--- config.mk ---
export PLATFORM = sky130hd
export DESIGN_NAME = pi_gpio_ctrl
export DESIGN_NICKNAME = d
export VERILOG_FILES = /design/src/rtl/pi_gpio_pkg.sv /design/src/rtl/pi_gpio_sync.sv /design/src/rtl/pi_gpio_ctrl.sv
export SDC_FILE = /design/constraint.sdc
export NUM_CORES = 1
export LEC_CHECK = 0
export ABC_CLOCK_PERIOD_IN_PS = 9400
export BUFFER_PORTS_ARGS = -buffer_cell sky130_fd_sc_hd__buf_2
export CORE_MARGIN = 1.5
export CORE_UTILIZATION = 53
export DETAILED_ROUTE_END_ITERATION = 10
export GPL_ROUTABILITY_DRIVEN = 0
export PLACE_DENSITY = 0.73
export SYNTH_ARGS = -nofsm -noshare
export SYNTH_HDL_FRONTEND = slang
export SYNTH_SLANG_ARGS = --single-unit
--- constraint.sdc ---
create_clock -name clk -period 9.4 [get_ports clk]
set_clock_uncertainty 0.2 [all_clocks]
set_input_delay 0.94 -clock clk [delete_from_list [all_inputs] [get_ports clk]]
set_output_delay 0.94 -clock clk [all_outputs]
set_load 0.01 [all_outputs]
--- src/rtl/pi_gpio_pkg.sv ---
// pi_gpio_pkg: shared bank encodings, pin count and lane helpers for the Pi header GPIO controller
package pi_gpio_pkg;

    localparam int NUM_PINS    = 28;
    localparam int SYNC_STAGES = 2;

    typedef enum logic [2:0] {
        BANK_OUT  = 3'd0,
        BANK_OE   = 3'd1,
        BANK_IN   = 3'd2,
        BANK_PEND = 3'd3,
        BANK_EN   = 3'd4
    } bank_e;

    localparam logic [1:0] LANE_COMMIT = 2'd3;

    // Place a byte into its lane of a 32-bit word.
    function automatic logic [31:0] lane_place(input logic [1:0] lane, input logic [7:0] d);
        return {24'd0, d} << {lane, 3'b000};
    endfunction

endpackage

--- src/rtl/pi_gpio_sync.sv ---
// pi_gpio_sync: N-bit multi-stage input synchroniser with previous-value register and rising-edge detect
//   clk, reset : clock, async active-high reset
//   din        : raw asynchronous inputs
//   sync       : synchronised inputs (last chain stage)
//   rise       : sync & ~prev, one cycle per rising edge
module pi_gpio_sync #(
    parameter int N      = 28,
    parameter int STAGES = 2
) (
    input  logic         clk,
    input  logic         reset,
    input  logic [N-1:0] din,
    output logic [N-1:0] sync,
    output logic [N-1:0] rise
);

    logic [STAGES-1:0][N-1:0] chain;
    logic [N-1:0]             prev;

    always_ff @(posedge clk or posedge reset)
        if (reset) begin
            chain <= '0;
            prev  <= '0;
        end else begin
            chain <= {chain[STAGES-2:0], din};
            prev  <= chain[STAGES-1];
        end

    assign sync = chain[STAGES-1];
    assign rise = sync & ~prev;

endmodule

--- src/rtl/pi_gpio_ctrl.sv ---
// pi_gpio_ctrl: byte-wide register-mapped controller for the 28-pin Pi header GPIO bus
//   clk, reset              : clock, async active-high reset
//   reg_addr {bank,lane}    : bank 0=OUT 1=OE 2=IN 3=PEND 4=EN
//   reg_wr/reg_rd/reg_wdata : one-cycle access strobes and write data
//   reg_rdata/reg_rvalid    : registered read data and valid pulse, 1 clk after reg_rd
//   gpio_o/gpio_t/gpio_i    : pin outputs, tristate (1 = input), raw pin inputs
//   irq                     : registered |(PEND & EN)
module pi_gpio_ctrl #(
    parameter int NUM_PINS    = pi_gpio_pkg::NUM_PINS,
    parameter int SYNC_STAGES = pi_gpio_pkg::SYNC_STAGES
) (
    input  logic                clk,
    input  logic                reset,
    input  logic [4:0]          reg_addr,
    input  logic                reg_wr,
    input  logic                reg_rd,
    input  logic [7:0]          reg_wdata,
    output logic [7:0]          reg_rdata,
    output logic                reg_rvalid,
    output logic [NUM_PINS-1:0] gpio_o,
    output logic [NUM_PINS-1:0] gpio_t,
    input  logic [NUM_PINS-1:0] gpio_i,
    output logic                irq
);

    import pi_gpio_pkg::*;

    bank_e               bank;
    logic [1:0]          lane;
    logic [NUM_PINS-1:0] out_q, oe_q, pend_q, en_q, sync, rise, pend_clr;
    logic [23:0]         out_sh, oe_sh;
    logic [31:0]         wplace, wmask, rd_word;
    logic                wr_out, wr_oe, commit;

    assign bank     = bank_e'(reg_addr[4:2]);
    assign lane     = reg_addr[1:0];
    assign wplace   = lane_place(lane, reg_wdata);
    assign wmask    = lane_place(lane, 8'hFF);
    assign wr_out   = reg_wr && bank == BANK_OUT;
    assign wr_oe    = reg_wr && bank == BANK_OE;
    assign commit   = lane == LANE_COMMIT;
    assign pend_clr = (reg_wr && bank == BANK_PEND) ? NUM_PINS'(wplace) : '0;

    pi_gpio_sync #(.N(NUM_PINS), .STAGES(SYNC_STAGES)) u_sync (
        .clk   (clk),
        .reset (reset),
        .din   (gpio_i),
        .sync  (sync),
        .rise  (rise)
    );

    // Lanes 0-2 stage into a shadow; lane 3 commits the whole word atomically.
    // Truncating {wdata, shadow} to NUM_PINS drops lane 3 bits [7:4].
    always_ff @(posedge clk or posedge reset)
        if (reset) begin
            out_q  <= '0;
            oe_q   <= '0;
            out_sh <= '0;
            oe_sh  <= '0;
        end else begin
            if (wr_out && commit)
                out_q <= NUM_PINS'({reg_wdata, out_sh});
            else if (wr_out)
                out_sh <= (out_sh & ~wmask[23:0]) | wplace[23:0];
            if (wr_oe && commit)
                oe_q <= NUM_PINS'({reg_wdata, oe_sh});
            else if (wr_oe)
                oe_sh <= (oe_sh & ~wmask[23:0]) | wplace[23:0];
        end

    // Set is OR-ed in after the clear so a same-cycle rise survives a W1C.
    always_ff @(posedge clk or posedge reset)
        if (reset) begin
            en_q   <= '0;
            pend_q <= '0;
            irq    <= 1'b0;
        end else begin
            if (reg_wr && bank == BANK_EN)
                en_q <= (en_q & ~NUM_PINS'(wmask)) | NUM_PINS'(wplace);
            pend_q <= (pend_q & ~pend_clr) | (rise & en_q);
            irq    <= |(pend_q & en_q);
        end

    always_comb begin
        rd_word = '0;
        case (bank)
            BANK_OUT:  rd_word = 32'(out_q);
            BANK_OE:   rd_word = 32'(oe_q);
            BANK_IN:   rd_word = 32'(sync);
            BANK_PEND: rd_word = 32'(pend_q);
            BANK_EN:   rd_word = 32'(en_q);
            default:   rd_word = '0;
        endcase
    end

    always_ff @(posedge clk or posedge reset)
        if (reset) begin
            reg_rdata  <= '0;
            reg_rvalid <= 1'b0;
        end else begin
            reg_rvalid <= reg_rd;
            if (reg_rd)
                reg_rdata <= rd_word[{lane, 3'b000} +: 8];
        end

    assign gpio_o = out_q;
    assign gpio_t = ~oe_q;

endmodule

Word level (Yosys, flattened, before mapping)
Index checks and enable logic that the tools add are counted.
{ "totals": {"inputBits": 45, "elab_cells": 50, "out_inout_bits": 66, "regBits": 254} }
{ "op_classes": {"n_shift": 3, "n_eq_ne": 5, "n_mux": 2, "reduce_logical": 10, "bitwise": 18} }
{ "op_table": {"columns": ["cell", "n"], "rows": [
  ["$and A28 B28 Y28", 5],
  ["$pmux W28 S5", 1],
  ["$not A28 Y28", 4],
  ["$or A28 B28 Y28", 2],
  ["$and A24 B24 Y24", 2],
  ["$or A24 B24 Y24", 2],
  ["$shiftx A32 B6 Y8", 1],
  ["$mux W28", 1],
  ["$reduce_or A28 Y1", 1],
  ["$shl A8 B5 Y28", 1],
  ["$shl A8 B5 Y28 const A", 1],
  ["$not A24 Y24", 1],
  ["$eq A3 B2 Y1 const B", 2],
  ["$logic_and A1 B1 Y1", 6],
  ["$reduce_and A2 Y1", 2],
  ["$eq A3 B1 Y1 const B", 1],
  ["$eq A3 B3 Y1 const B", 1],
  ["$logic_not A3 Y1", 1],
  ["$eq A2 B2 Y1 const B", 1],
  ["$not A1 Y1", 2]
]} }

Depth between registers and ports, before layout
{ "depth": {"depth_word": 6, "ltp_mapped": 8, "mapped_depth_nobuf": 5} }

Modules after synthesis
Synthesis repeated with hierarchy kept, for this count alone.
{ "unflattened": {"cells_unflattened": 814, "area_unflattened_um2": 10704.0} }
{ "modules_own_cells": {"columns": ["mod", "area_each_um2", "cells_per_inst", "n_inst", "seq_area_each_um2"], "rows": [
  ["pi_gpio_ctrl", 8002.7, 673, 1, 4254.1],
  ["pi_gpio_sync", 2701.3, 141, 1, 2102.0]
]} }

Least setup slack after synthesis
No wires, ideal clock.
{ "synth_path": {"path_type": "input to register", "startpoint": "input port reg_addr[3]", "endpoint": "register reg_rdata[1]", "path_slack_ns": 6.690, "setup_ns": 0.139, "required_ns": 9.061, "path_buffers": 2, "stages": 6, "t_arrival_ns": 2.372, "path_cell_list": "buf_4 -> buf_2 -> mux4_2 -> a221oi_1 -> nor2_1 -> or4_1"} }
{ "synth_between": {"elab_chain_cells": 3, "elab_cells_between_ends": 7, "cone_classes": "eq/ne: 4; shift: 1; mux: 1; reduce/logical: 1"} }
{ "synth_rtl": {"columns": ["element", "line_no", "rtl"], "rows": [
  ["start: declaration", "pi_gpio_ctrl.sv:14", "input logic [4:0] reg_addr,"],
  ["$eq A3 B3 Y1, or another cell as far along", "pi_gpio_ctrl.sv:86", "case (bank)"],
  ["$pmux W28 S5 *", "pi_gpio_ctrl.sv:86", null],
  ["$shiftx A32 B6 Y8 *", "pi_gpio_ctrl.sv:103", "reg_rdata <= rd_word[{lane, 3'b000} +: 8];"],
  ["end signal: assignment", "pi_gpio_ctrl.sv:103", null],
  ["end: declaration", "pi_gpio_ctrl.sv:18", "output logic [7:0] reg_rdata,"]
]} }
Every way passes the cells marked *; elsewhere a longest branch is shown, timed or not.
A chain may end at the register's enable or synchronous reset.

Worst setup path after layout
{ "layout_path": {"startpoint": "input port reg_addr[3]", "endpoint": "register en_q[7]"} }
{ "layout_between": {"elab_chain_cells": 2} }
{ "layout_rtl": {"columns": ["element", "line_no", "rtl"], "rows": [
  ["$eq A3 B3 Y1", "pi_gpio_ctrl.sv:78", "if (reg_wr && bank == BANK_EN)"],
  ["$logic_and A1 B1 Y1", "pi_gpio_ctrl.sv:78", null],
  ["end signal: assignment", "pi_gpio_ctrl.sv:79", "en_q <= (en_q & ~NUM_PINS'(wmask)) | NUM_PINS'(wplace);"],
  ["end: declaration", "pi_gpio_ctrl.sv:30", "logic [NUM_PINS-1:0] out_q, oe_q, pend_q, en_q, sync, rise, pend_clr;"]
]} }
Every way passes these cells.

==> metrics.md <==
| Metric | Value |
|---|---|
| VDD IR max | 0.160 mV |
| Reg2Reg Setup Slack | 7190 ps |
| Number of synthesized register bits | 254 |
| Arrival @ worst endpoint | 3500 ps |
| Clk slew on worst S/H paths | 60 ps |
| Max-cap violation count | 0 |
| Max clock buf depth | 3 |
| FF-to-FF path depth | 4 |
| Max transition margin | 18.8% |
| Slowest stage delay, CP | 1070 ps |
| Fill count | 1,511 |
| Fmax | 305 MHz |
| Syn-to-layout area delta | 14.6% |
| Setup TNS | 0 ps |
| Root Buffer | clkbuf_16 |
| Width of the die | 141 um |
| Worst r2r dst | reg_rdata[0] |
| CP max FO | 73 |
| Register area share after synthesis | 62.8% |
| Worst setup path class | in2reg |
| PortBufs | 110 |
| Final setup violation count | 0 |
| Worst Setup End Kind | register |
| Total gr overflow | 0 |
| Worst-margin pin slew | 1220 ps |
| Core Rows | 50 |
| Detailed placement HPWL | 17,300 um |
| Final core utilization | 62.1% |
| DRC | 0 |
| Hold buffer count at cts | 0 |
| P per Cell Area | 235 mW/mm^2 |
| Global-route wire length before repair | 39,700 um |
| Min-delay src | u_sync.chain[9] |
| Leak | 5.50 nW |
| Number of flops mapped to enable cells by yosys | 0 |
| Crit path launch type | input pin |
| NumNets Final | 973 |
| Syn avg cell area | 12.2 um^2 |
| Gr usage total | 26.4% |
| CTS buffer count | 26 |
| Detailed-router iteration count before antenna repair | 7 |
| Synthesized area | 0.0101 mm^2 |
| Crit share post-route | 34.9% |
| Initial antenna violation count | 2 |
| Synth Warn # | 0 |
| Syn_nets | 875 |
| Family with the most delay on the worst path | simple AND/OR/NAND/NOR gates |
| Most common cell in the synthesized netlist | dfrtp_1 |
| Final Critical Period | 3280 ps |
| DRT iter0 DRCs | 591 |
| WL/cell | 21.6 um |
| Worst-Skew Late Latency | 540 ps |
| Die area | 0.0199 mm^2 |
| Chip height | 141 um |
| Starting Density | 54.1% |
| Worst R2R Start | u_sync.sync[16] |
| Remaining antenna violation count after routing | 0 |
| Status | completed |
| Layout cells sized above 1 | 28.5% |
| Top cells by area, synth | dfrtp_1 63%, mux2_2 12%, nand2_1 5.2% |
| CP bufs+invs | 2 |
| Synthesized instance count | 830 |
| CP max-delay cell | nor3b_1 |
| Synth cell types | 51 |
| Synth top area share | 62.8% |
| Critical path cell sequence | buf_2 > buf_4 > nor3b_1 > nand3_1 > mux2_2 |
| Total number of vias | 6,858 |
| Ports | 111 |
| Core area | 0.0187 mm^2 |
| CTS tree | built |
| PostCTS Resize Cnt | 0 |
| RSZ-0062 raised after global routing | no |
| CTS H-tree depth | 1 |
| Largest net degree at the start of global routing | 102 |
| Vias per std cell | 5.81 |
| Final hold viol count | 0 |
| Endpoint of the worst hold path | u_sync.sync[9] |
| Hold Crit Depth | 0 |
| Final wirelength | 25,500 um |
| Synth area leader | dfrtp_1 |
| Sink Count | 254 |
| Post CTS Setup Buffer Count | 0 |
| Final Max Tran Viols | 0 |
| WP data required | 9620 ps |
| Post-synth ARST share | 100% |
| Hold Path Class | reg2reg |
| Post-synth top cells | 254 x dfrtp_1, 141 x nand2_1, 106 x mux2_2 |
| Most used DFF post-synth | dfrtp_1 |
| Vias in the first global route | 6,842 |
==> cells by family after synthesis <==
logic type             after synthesis  share of synthesized area (%)
flip-flops                         254                           62.8
AND/OR/NAND/NOR                    209                           9.17
AO/OA/AOI/OAI                      149                           8.94
multiplexers                       138                           15.7
buffers and inverters               80                           3.45
==> worst reg2reg max path, stage by stage, from the launching register on <==
cell and delay (ps):
dfrtp_1 400, mux4_2 480, a221oi_1 410, nor2_1 90
or4_1 480
==> final cells by class <==
type / instances / area [um^2] / area share (%)
multi-input cells: 496 / 3420 / 29.5
repair buffers: 115 / 588 / 5.07
clock buffers: 38 / 736 / 6.34
clock inverters: 7 / 71.3 / 0.614
well taps: 234 / 293 / 2.52
diodes: 1 / 2.50 / 0.0216
inverters: 35 / 139 / 1.20
flip-flops and latches: 254 / 6360 / 54.8
==> where the power goes <==
| part | internal [mW] | switching (mW) |
|---|---|---|
| registers | 1.25 | 0.137 |
| logic | 0.171 | 0.197 |
| clock network | 0.568 | 0.409 |
| total | 1.98 | 0.744 |
==> flip-flops by register name, indices dropped and copies added, names as in the netlist <==
name	flops
gpio_o	28
u_sync.sync	28
oe_q	28
u_sync.chain	28
out_sh	24
oe_sh	24
en_q	28
reg_rvalid	1
pend_q	28
irq	1
reg_rdata	8
u_sync.prev	28
==> stage by stage <==
| step | power (mW) | hold slack, ps | area (um^2) | setup WS [ps] | std cells |
|---|---|---|---|---|---|
| final | 2.73 | 146 | 11600 | 6120 | 1180 |
| after global routing | 2.84 | 148 | 11600 | 6000 | 1179 |
| after CTS | 2.74 | 148 | 11600 | 6200 | 1179 |
| after detailed placement | 1.76 | 135 | 10800 | 5670 | 1134 |
| after global placement | 1.74 | 133 | 10800 | 5710 | 1134 |
| after floorplan | 1.59 | 131 | 10100 | 1270 | 830 |
==> how the worst max path moves through the flow <==
stage	startpoint	to	slack (ps)	cells past startpoint
after floorplan	reset	en_q[0]	1270	1
after global placement	reg_addr[3]	en_q[19]	5710	5
after detailed placement	reg_addr[3]	gpio_o[14]	5670	7
after CTS	reg_addr[3]	en_q[5]	6200	5
after global routing	reg_addr[4]	en_q[9]	6000	4
final	reg_addr[3]	en_q[7]	6120	5
==> routing by layer <==
metal	vias to the layer above	wire, um	part of all wire, %	track usage, %
met5	-	13	0.051	0
met4	2	643	2.5	6.80
met3	49	2060	8.1	6.52
met2	276	11600	45	39.8
met1	3459	11300	44	38.8
li1	3072	-	-	-
==> cell usage in the layout, fill, tap and decap left out, types with 3 or more instances in the layout <==
cell type and n:
or4_1 4, buf_4 5, mux2_2 106, clkbuf_8 4, a221oi_1 7, buf_2 110, nor2_1 19, nand2_1 141
mux4_2 5, clkbuf_16 26, o22ai_1 8, nor2b_1 10, nand3_1 7, a22o_1 3, mux2_1 8, o21ai_1 7
a22oi_1 19, nand2b_1 6, nand4_1 7, a21oi_1 14, dfrtp_1 254, o21ai_0 74, clkinv_2 5, inv_1 34
mux2i_1 19, clkbuf_1 8
Note: power is estimated with default switching activity, not from simulation.
